## src/rtl/vc16_fetch_pkg.sv

```systemverilog
// vc16_fetch_pkg: shared state, entry and constant definitions for the vc16 fetch queue.
package vc16_fetch_pkg;
    localparam int          FETCH_RV       = 32;
    localparam logic [15:0] FETCH_TRAP_INS = 16'h0000;

    typedef enum logic [1:0] {IDLE, REQ, DISCARD, HALT} fetch_state_t;

    typedef struct packed {
        logic [FETCH_RV-1:0] pc;
        logic [15:0]         ins;
        logic                fault;
    } fetch_entry_t;
endpackage

```

## src/rtl/fetch_fifo.sv

```systemverilog
// fetch_fifo: DEPTH-entry ring buffer with wrapping pointers and occupancy count.
// A clear in the same cycle as a push wins, so the pushed word is dropped.
module fetch_fifo #(
    parameter int W     = 48,
    parameter int DEPTH = 4
) (
    input  logic                   clk,
    input  logic                   reset,
    input  logic                   i_push,
    input  logic                   i_pop,
    input  logic                   i_clear,
    input  logic [W-1:0]           i_data,
    output logic [W-1:0]           o_data,
    output logic                   o_empty,
    output logic [$clog2(DEPTH):0] o_count
);
    localparam int AW = $clog2(DEPTH);

    logic [W-1:0]  r_mem [DEPTH];
    logic [AW-1:0] r_head;
    logic [AW-1:0] r_tail;
    logic [AW:0]   r_count;

    always_ff @(posedge clk or posedge reset) begin
        if (reset) begin
            r_head  <= '0;
            r_tail  <= '0;
            r_count <= '0;
        end else if (i_clear) begin
            r_head  <= '0;
            r_tail  <= '0;
            r_count <= '0;
        end else begin
            r_tail  <= r_tail + AW'(i_push);
            r_head  <= r_head + AW'(i_pop);
            r_count <= r_count + (AW+1)'(i_push) - (AW+1)'(i_pop);
        end
    end

    always_ff @(posedge clk) begin
        if (i_push && !i_clear) r_mem[r_tail] <= i_data;
    end

    assign o_data  = r_mem[r_head];
    assign o_empty = r_count == '0;
    assign o_count = r_count;
endmodule

```

## src/rtl/fetch_queue.sv

```systemverilog
// fetch_queue: 16-bit instruction prefetch queue with one outstanding memory request.
module fetch_queue
    import vc16_fetch_pkg::*;
#(
    parameter int            RV       = 32,
    parameter int            DEPTH    = 4,
    parameter logic [RV-1:0] RESET_PC = '0
) (
    input  logic          clk,
    input  logic          reset,
    output logic          mem_req,
    output logic [RV-1:0] mem_addr,
    input  logic          mem_ack,
    input  logic [15:0]   mem_rdata,
`ifdef FETCH_FAULT_EN
    input  logic          mem_fault,
`endif
    input  logic          redirect,
    input  logic [RV-1:0] redirect_pc,
    input  logic          stall,
    output logic [15:0]   ins,
    output logic [RV-1:0] ins_pc,
    output logic          idone,
    output logic          fetch_fault
);
    localparam int CW = $clog2(DEPTH) + 1;
`ifdef FETCH_FAULT_EN
    localparam int W = RV + 17;
`else
    localparam int W = RV + 16;
`endif

    fetch_state_t  r_state;
    logic [RV-1:0] r_fetch_pc;
    logic [W-1:0]  w_push_data;
    logic [W-1:0]  w_head;
    logic [CW-1:0] w_count;
    logic [CW-1:0] w_count_next;
    logic [RV-1:0] w_pc_inc;
    logic          w_empty;
    logic          w_push;
    logic          w_fault;
    logic          w_head_fault;

    assign w_push       = r_state == REQ && mem_ack && !redirect;
    assign idone        = !w_empty && !stall && !redirect;
    assign w_count_next = w_count + CW'(w_push) - CW'(idone);
    assign w_pc_inc     = r_fetch_pc + RV'(2);

`ifdef FETCH_FAULT_EN
    assign w_fault      = mem_fault;
    assign w_push_data  = {r_fetch_pc, mem_rdata, mem_fault};
    assign w_head_fault = w_head[0];
    assign ins          = w_head_fault ? FETCH_TRAP_INS : w_head[16:1];
`else
    assign w_fault      = 1'b0;
    assign w_push_data  = {r_fetch_pc, mem_rdata};
    assign w_head_fault = 1'b0;
    assign ins          = w_head[15:0];
`endif
    assign ins_pc      = w_head[W-1 -: RV];
    assign fetch_fault = idone && w_head_fault;

    fetch_fifo #(.W(W), .DEPTH(DEPTH)) u_fifo (
        .clk     (clk),
        .reset   (reset),
        .i_push  (w_push),
        .i_pop   (idone),
        .i_clear (redirect),
        .i_data  (w_push_data),
        .o_data  (w_head),
        .o_empty (w_empty),
        .o_count (w_count)
    );

    // mem_req is high exactly in REQ and DISCARD, so it doubles as "request outstanding"
    always_ff @(posedge clk or posedge reset) begin
        if (reset) begin
            r_state    <= IDLE;
            r_fetch_pc <= RESET_PC;
            mem_req    <= 1'b0;
            mem_addr   <= RESET_PC;
        end else if (redirect) begin
            r_fetch_pc <= redirect_pc & ~RV'(1);
            if (mem_req && mem_ack) begin
                r_state <= IDLE;
                mem_req <= 1'b0;
            end else begin
                r_state <= mem_req ? DISCARD : IDLE;
            end
        end else begin
            case (r_state)
                IDLE: if (w_count < CW'(DEPTH)) begin
                    r_state  <= REQ;
                    mem_req  <= 1'b1;
                    mem_addr <= r_fetch_pc;
                end
                REQ: if (mem_ack) begin
                    if (w_fault) begin
                        r_state <= HALT;
                        mem_req <= 1'b0;
                    end else begin
                        r_fetch_pc <= w_pc_inc;
                        mem_addr   <= w_pc_inc;
                        mem_req    <= w_count_next < CW'(DEPTH);
                        r_state    <= w_count_next < CW'(DEPTH) ? REQ : IDLE;
                    end
                end
                DISCARD: if (mem_ack) begin
                    r_state <= IDLE;
                    mem_req <= 1'b0;
                end
                default: ;
            endcase
        end
    end
endmodule

```

## config.mk

```make
export PLATFORM = sky130hd
export DESIGN_NAME = fetch_queue
export DESIGN_NICKNAME = d
export VERILOG_FILES = /design/src/rtl/vc16_fetch_pkg.sv /design/src/rtl/fetch_fifo.sv /design/src/rtl/fetch_queue.sv
export SDC_FILE = /design/constraint.sdc
export NUM_CORES = 1
export LEC_CHECK = 0
export ABC_AREA = 1
export CORE_ASPECT_RATIO = 0.6
export CORE_UTILIZATION = 44
export CTS_CLUSTER_DIAMETER = 30
export DETAILED_ROUTE_END_ITERATION = 6
export HOLD_SLACK_MARGIN = 0.03
export PLACE_DENSITY = 0.68
export SLEW_MARGIN = 15
export SYNTH_ARGS = -nofsm -noshare
export SYNTH_HDL_FRONTEND = slang
export SYNTH_SLANG_ARGS = --single-unit
```

## constraint.sdc

```tcl
create_clock -name clk -period 4.9 [get_ports clk]
set_clock_uncertainty 0.1 [all_clocks]
set_input_delay 0.98 -clock clk [delete_from_list [all_inputs] [get_ports clk]]
set_output_delay 0.98 -clock clk [all_outputs]
set_load 0.01 [all_outputs]
```

# Yosys cells after proc, flatten, opt, wreduce, memory -nomap -nowiden
# Memories as Yosys holds them, arrays and structs flattened.
# Index checks and enable logic that the tools add are counted.
[word_totals] memories=1 inputBits=53 ram_bits=192 word_cells=67 output_inout_bits=83 reg_bits=74
[classes] n_addsub=5 n_reduce_logical=19 mux=24 order_cmp=2 bitwise=1 eq_ne=8
[mem_list] memory="u_fifo.r_mem" words=4 width=48 rd=1 rd_ports_with_merged_regs=0 wr=1 line_no="fetch_fifo.sv:19" source="logic [W-1:0] r_mem [DEPTH];"
[op_table] op="32-bit two-way mux" n=4
[op_table] op="32-bit one-hot mux with 2 select lines" n=1
[op_table] op="32-bit by 2-bit adder with 32-bit output, second input constant" n=1
[op_table] op="2-bit two-way mux" n=8
[op_table] op="3-bit != test, second input constant" n=3
[op_table] op="1-bit two-way mux" n=8
[op_table] op="4-bit AND reduction" n=2
[op_table] op="1-bit logical AND" n=6
[op_table] op="3-bit < comparator, second input constant" n=2
[op_table] op="2-bit one-hot mux with 3 select lines" n=1
[op_table] op="2-bit nonzero test" n=3
[op_table] op="5-bit AND reduction" n=1
[op_table] op="2-bit by 1-bit adder with 2-bit output" n=2
[op_table] op="2-bit != test, second input constant" n=2
[op_table] op="4-bit nonzero test" n=1
[op_table] op="3-bit by 1-bit adder with 3-bit output" n=1
[op_table] op="1-bit zero test" n=3
[op_table] op="3-bit zero test" n=1
[op_table] op="3-bit two-way mux" n=1
[op_table] op="1-bit one-hot mux with 3 select lines" n=1
[op_table] op="3-bit by 1-bit subtractor with 3-bit output" n=1
[op_table] op="2-bit by 1-bit == test with 1-bit output, second input constant" n=1
[op_table] op="2-bit == test, second input constant" n=1
[op_table] op="2-bit zero test" n=1
[op_table] op="3 further kinds" n=3

# Depth between registers and ports, before layout
# Gate-level depths: netlist (run 1).
[logic_depth] ltp_word=10 mapped_depth=14

# Modules after synthesis
# A second synthesis (run 1) with hierarchy kept.
[unflattened] cells_unflattened=1193 area_unflattened_um2=11990.2
[by_module_without_submodules] mod="fetch_fifo" area_each_um2=7966.4 instances=1 seq_area_each_um2=5940.7 cells_per_inst=604
[by_module_without_submodules] mod="fetch_queue" area_each_um2=4023.9 instances=1 seq_area_each_um2=1626.6 cells_per_inst=589

# Least setup slack after synthesis (run 1)
# OpenSTA, ideal clock, no wires.
[synth_path] path_kind="in2reg" start="input mem_ack" end="memory u_fifo.r_mem[0][0] (enable)" stages=4 n_path_buf=0 path_slack_ns=-0.193 arrival_ns=4.483 path_cell_list="nand2_4 nor2_8 inv_2 nor3_1"
[synth_between] elab_chain_cells=5
[synth_lines] element="start, declared" line_no="fetch_queue.sv:13" source="input logic mem_ack,"
[synth_lines] element="1-bit logical AND (2 in series)" line_no="fetch_queue.sv:45" source="assign w_push = r_state == REQ && mem_ack && !redirect;"
[synth_lines] element="1-bit logical AND" line_no="fetch_fifo.sv:41" source="if (i_push && !i_clear) r_mem[r_tail] <= i_data;"
[synth_lines] element="1-bit two-way mux" line_no="fetch_fifo.sv:41"
[synth_lines] element="1-bit two-way mux (implied by the code)" line_no="fetch_fifo.sv:41"
[synth_lines] element="end, declared" line_no="fetch_fifo.sv:19"
# No other way between the ends.

# Final worst setup path (run 1)
[layout_path] start="register u_fifo.r_head[0]" end="output ins_pc[7]"
[layout_between] elab_chain_cells=1
[layout_lines] element="start, declared" line_no="fetch_fifo.sv:20" source="logic [AW-1:0] r_head;"
[layout_lines] element="start signal, assigned" line_no="fetch_fifo.sv:35" source="r_head <= r_head + AW'(i_pop);"
[layout_lines] element="memory read 4 x 48 bit"
[layout_lines] element="end, declared" line_no="fetch_queue.sv:22" source="output logic [RV-1:0] ins_pc,"
# No other way between the ends.

==> flow_summary.toml, run 1 <==
[run_status]
outcome = "complete, no violations"

[clocking]
cts_tree = "yes"
cts_buffer_depth = 3
cts_max_level = 2
insertion_delay_ns = 0.52
cts_buffers = 35
clkTransAtPathRegs_ns = 0.05
cts_resized = 0
root_buffer = "clkbuf_16"
post-cts-setup-buffers = 0
cts_hold_buf = 0
cts.sinks = 260

[floorplanning]
initial_core_util = 0.455
die_area_um2 = 26000
core_area_um2 = 24600
num_io_pins = 136
fp.dieH_um = 125
rows = 44
die_x_um = 208

[final_layout]
drive_above_1_share = 0.0833
layout.nets = 1257
syn_to_final_growth_pct = 24.7
layout_common_cells = "nand2_1, edfxtp_1, nor2_1"
design_area_um2 = 13900
final_common_cell = "nand2_1"
utilization = 0.567
antenna_cells = 0
num-fill-cells = 2084

[critical_path]
crit_family = "buffers and inverters"
crit_chain = "buf_4 > o21ai_0 > o22ai_1 > clkdlybuf4s50_1"
critPathBufInv = 2
critical_path_class = "reg2out"
critPathCaptureType = "primary output"
setup.worst_path.start_class = "flip-flop"
cpMaxStageDelayCell = "buf_4"
critical_path.max_stage_delay_ns = 0.73
cp_max_fo = 95
arrival_ns = 2.87
worstPathRequired_ns = 3.82

[timing]
setup_tns_ns = 0
drv_slew = 0
min_period_ns = 3.95
relSlewSlack = 0.351
finalHoldViolCount = 0
period_share = 0.807
finalSetupViolCount = 0
rsz0062_at_grt = "false"
fmaxAchievable_mhz = 253
layout_setup_ws_ns = 0.948
tightest_slew_ns = 0.973
holdWs_ns = 0.374

[place]
place_area_um2 = 12800
place.port_buffers = 131
dp_slack_ns = 1.19
place.gp.congestion = 0.840
hpwl_um = 17200

[detailed_routing]
drtPass1Iterations = 5
routed_wl_um = 27900
vias_per_cell = 5.37
num_vias = 8300
avgRoutedWirePerCell_um = 18.0
drc_errors = 0
drt_iter0_markers = 705
ant_nets = 0

[yosys]
ys_warn_count = 0
ys_seq_area_frac = 0.667
ys_ff_latch = 260
postSynthAreaPerCell_um2 = 10.5
mappedNetlistArea_um2 = 11200
synth_cell_type_count = 33
syn_inst = 1067

[pwr]
p_per_area_nw_per_um2 = 511
total_leakage_power_nw = 5.28
vdd_drop_max_mv = 0.333

[global_routing]
grt_pass1_wl_um = 44500
grt_overflow = 0
grt_max_degree = 96
antenna_found_initial = 0
grt_use_total = 0.218
grt_pass1_vias = 7893

[hold_path]
holdCritPathClass = "reg2reg"

[run]
drv_cap = 0
flip-flops by register name, indices dropped and copies added (netlist names):
name / cells
u_fifo.r_mem: 188
u_fifo.r_head: 2
r_state: 2
mem_addr: 31
u_fifo.o_count: 3
r_fetch_pc: 31
u_fifo.r_tail: 2
mem_req: 1
synth_stat cells (all sizes together):
| library cell | n | area share |
|---|---|---|
| dfrtp | 72 | 0.16 |
| inv | 50 | 0.017 |
| nand4 | 1 | 0.00056 |
| xnor2 | 2 | 0.0016 |
| o21ai | 118 | 0.053 |
| clkbuf | 26 | 0.0087 |
| nand3 | 49 | 0.022 |
| a21o | 2 | 0.0013 |
| o22ai | 48 | 0.027 |
| edfxtp | 188 | 0.51 |
| a21oi | 31 | 0.014 |
| and2 | 1 | 0.00056 |
| nor2 | 152 | 0.055 |
| ha | 5 | 0.0056 |
| a31oi | 2 | 0.0011 |
| nor3 | 7 | 0.0031 |
| xor2 | 10 | 0.0078 |
| conb | 1 | 0.00034 |
| buf | 28 | 0.014 |
| o211ai | 14 | 0.0094 |
| nand2 | 258 | 0.088 |
| o311ai | 1 | 0.00078 |
| fa | 1 | 0.0018 |
layer usage:
metal	routed length [µm]	global-route usage	vias to the layer above
met5	0	0	-
met3	2100	0.0457	38
met2	12200	0.322	280
li1	-	-	3950
met1	13300	0.331	4032
met4	359	0.0436	0
where the power goes:
part           total, mW  internal [mW]  switching [mW]
combinational       1.70          0.730           0.969
sequential          2.93           2.67           0.251
clock               2.49           1.53           0.963
final cells by class:
class / instances / area [µm²] / area share
clock buffers: 38 / 918 / 0.0659
clock inverters: 26 / 245 / 0.0176
inverters: 50 / 188 / 0.0135
multi-input cells: 705 / 3310 / 0.237
flip-flops and latches: 260 / 7450 / 0.535
repair buffers: 146 / 1420 / 0.102
well taps: 322 / 403 / 0.0289
logic make-up after synthesis:
kind of cell    share of synthesized area
other cells                      0.000336
simple gates                        0.170
fa+ha+maj                         0.00739
buf+inv                            0.0394
xor+xnor                          0.00941
compound gates                      0.107
flops                               0.667
worst paths after layout:
check                            startpoint           end  slack (ns)  cells past startpoint
min                            mem_addr[10]  mem_addr[10]        0.37                      2
max in group asynchronous             reset  mem_addr[23]        2.85                      3
max                        u_fifo.r_head[0]     ins_pc[7]        0.95                      4
max reg2reg                      r_state[0]       mem_req        1.90                     15
min in group asynchronous             reset       mem_req        0.85                      2
min reg2reg                    mem_addr[10]  mem_addr[10]        0.37                      2
stage by stage:
stage	std cells	power, mW
after floorplan	1069	3.83
after global placement	1483	4.63
after detailed placement	1483	4.66
after CTS	1547	7.16
after global routing	1547	7.48
final	1547	7.12
worst reg2reg max path, cell delays in order, from the launching register on:
cell	delay (ns)
dfrtp_1	0.41
inv_2	0.08
nor2_4	0.07
buf_4	0.34
nand2_4	0.13
nor2_8	0.11
inv_2	0.13
ha_1	0.29
inv_1	0.06
ha_1	0.14
inv_1	0.05
fa_1	0.38
xnor2_1	0.14
xor2_1	0.16
o21ai_1	0.18
nand3_1	0.10
Power figures use the tool's default switching activity.
==> run 2: changes to the inputs <==
--- a/config.mk
+++ b/config.mk
@@ -11,7 +11,7 @@
 export CTS_CLUSTER_DIAMETER = 30
 export DETAILED_ROUTE_END_ITERATION = 6
 export HOLD_SLACK_MARGIN = 0.03
-export PLACE_DENSITY = 0.68
+export PLACE_DENSITY = 0.65
 export SLEW_MARGIN = 15
 export SYNTH_ARGS = -nofsm -noshare
 export SYNTH_HDL_FRONTEND = slang
==> constraint.sdc (replaced) <==
create_clock -name clk -period 3.91 [get_ports clk]
set_clock_uncertainty 0.1 [all_clocks]
set_input_delay 0.782 -clock clk [delete_from_list [all_inputs] [get_ports clk]]
set_output_delay 0.782 -clock clk [all_outputs]
set_load 0.01 [all_outputs]
==> run 2 against run 1 <==
The run now ends with DRC left. Critical path depth is 1 higher. Worst setup slack got worse by 0.65 ns. Highest routed layer unchanged. Largest cell class unchanged. Cell area increased by 1.9%. Global-route usage rose by 0.26 points. Flip-flop and latch count is the same. Clock-buffer cell count rose by 7. Die area unchanged. Total power increased by 32%. Final cell count up 0.97%.
==> flow_summary.toml, run 2 (synthesized netlist as in run 1, its figures left out) <==
[clocking]
cts_max_level = 2
cts_buffer_depth = 3
clkTransAtPathRegs_ns = 0.05
root_buffer = "clkbuf_16"
cts_hold_buf = 0
cts.sinks = 260
cts_tree = "yes"
insertion_delay_ns = 0.53
cts_buffers = 40
cts_resized = 0
post-cts-setup-buffers = 0

[floorplanning]
die_area_um2 = 26000
num_io_pins = 136
rows = 44
initial_core_util = 0.455
die_x_um = 208
core_area_um2 = 24600
fp.dieH_um = 125

[pwr]
vdd_drop_max_mv = 0.387
p_per_area_nw_per_um2 = 661
p_total_mw = 9.38
total_leakage_power_nw = 5.42

[timing]
rsz0062_at_grt = "false"
finalSetupViolCount = 0
drv_slew = 0
period_share = 0.923
relSlewSlack = 0.526
min_period_ns = 3.61
fmaxAchievable_mhz = 277
holdWs_ns = 0.377
finalHoldViolCount = 0
tightest_slew_ns = 0.711

[final_layout]
layout_common_cells = "nand2_1, edfxtp_1, nor2_1"
drive_above_1_share = 0.0952
finalNonFillerCells = 1562
top_register = "u_fifo.r_mem"
layout.nets = 1267
final_common_cell = "nand2_1"
antenna_cells = 0
largest_reg_flops = 188
utilization = 0.578
syn_to_final_growth_pct = 27.1
reg.largest.list = "u_fifo.r_mem: 188 flops, mem_addr: 31 flops, r_fetch_pc: 31 flops"

[place]
place.gp.congestion = 0.873
place.port_buffers = 131
placedCellCount = 1488
hpwl_um = 17400

[detailed_routing]
ant_nets = 0
avgRoutedWirePerCell_um = 18.0
drtPass1Iterations = 7
num_vias = 8315
routed_wl_um = 28000
drc_errors = 2
vias_per_cell = 5.32
drt_iter0_markers = 629

[critical_path]
setup.worst_path.start_class = "flip-flop"
critPathCaptureType = "primary output"
critical_path_class = "reg2out"
arrival_ns = 2.73
cpMaxStageDelayCell = "dfrtp_1"
crit_family = "buffers and inverters"
crit_chain = "inv_1 > buf_4 > o21ai_0 > o22ai_1 > clkdlybuf4s50_1"
critPathBufInv = 3
cp_max_fo = 29
worstPathRequired_ns = 3.03
critical_path.max_stage_delay_ns = 0.63

[global_routing]
antenna_found_initial = 0
grt_pass1_vias = 8163
grt_max_degree = 52
grt_overflow = 0
grt_pass1_wl_um = 44700
grt_use_total = 0.220

[hold_path]
holdCritPathClass = "reg2reg"

[run_status]
outcome = "finished with violations"
violations = "DRC"

[run]
drv_cap = 0
## run 2: layout make-up
| cell class | instances | area [µm²] |
|---|---|---|
| Fill cell | 2078 | 10400 |
| Sequential cell | 260 | 7450 |
| Multi-Input combinational cell | 705 | 3310 |
| Timing Repair Buffer | 151 | 1490 |
| Clock buffer | 45 | 1040 |
| Tap cell | 322 | 403 |
| Clock inverter | 29 | 318 |
| Inverter | 50 | 188 |
## run 2: worst min-delay path: stages, from the launching register on
cell and delay [ns]:
dfrtp_1 0.34, nand2_1 0.06, nand2_1 0.05
## run 2: where the power goes
group | leakage, nW | internal, mW | switching (mW)
combinational | 2.17 | 0.928 | 1.20
sequential | 2.59 | 3.35 | 0.336
clock | 0.664 | 2.27 | 1.30
## run 2: layer usage
layer	global-route usage	part of all wire	wire length, µm
met5	0	0	0
met4	0.0667	0.017	480
met3	0.0583	0.074	2080
met2	0.319	0.43	11900
met1	0.324	0.48	13600
## run 2: worst paths after layout
check                                  to  slack, ns  cells past startpoint        startpoint
max reg2reg                       mem_req       1.31                     14        r_state[0]
min in group asynchronous     mem_addr[8]       0.52                      2             reset
min                          mem_addr[10]       0.38                      2      mem_addr[10]
max in group asynchronous  r_fetch_pc[21]       2.35                      3             reset
min reg2reg                  mem_addr[10]       0.38                      2      mem_addr[10]
max                            ins_pc[19]       0.30                      5  u_fifo.r_head[1]
## run 2: through the flow
step | setup TNS, ns | cell area (µm²) | setup WS [ns]
after CTS | 0 | 14200 | 0.271
after detailed placement | 0 | 12800 | 0.598
final | 0 | 14200 | 0.300
after floorplan | -185.19 | 11200 | -0.985
after global placement | 0 | 12800 | 0.628
after global routing | 0 | 14200 | 0.102
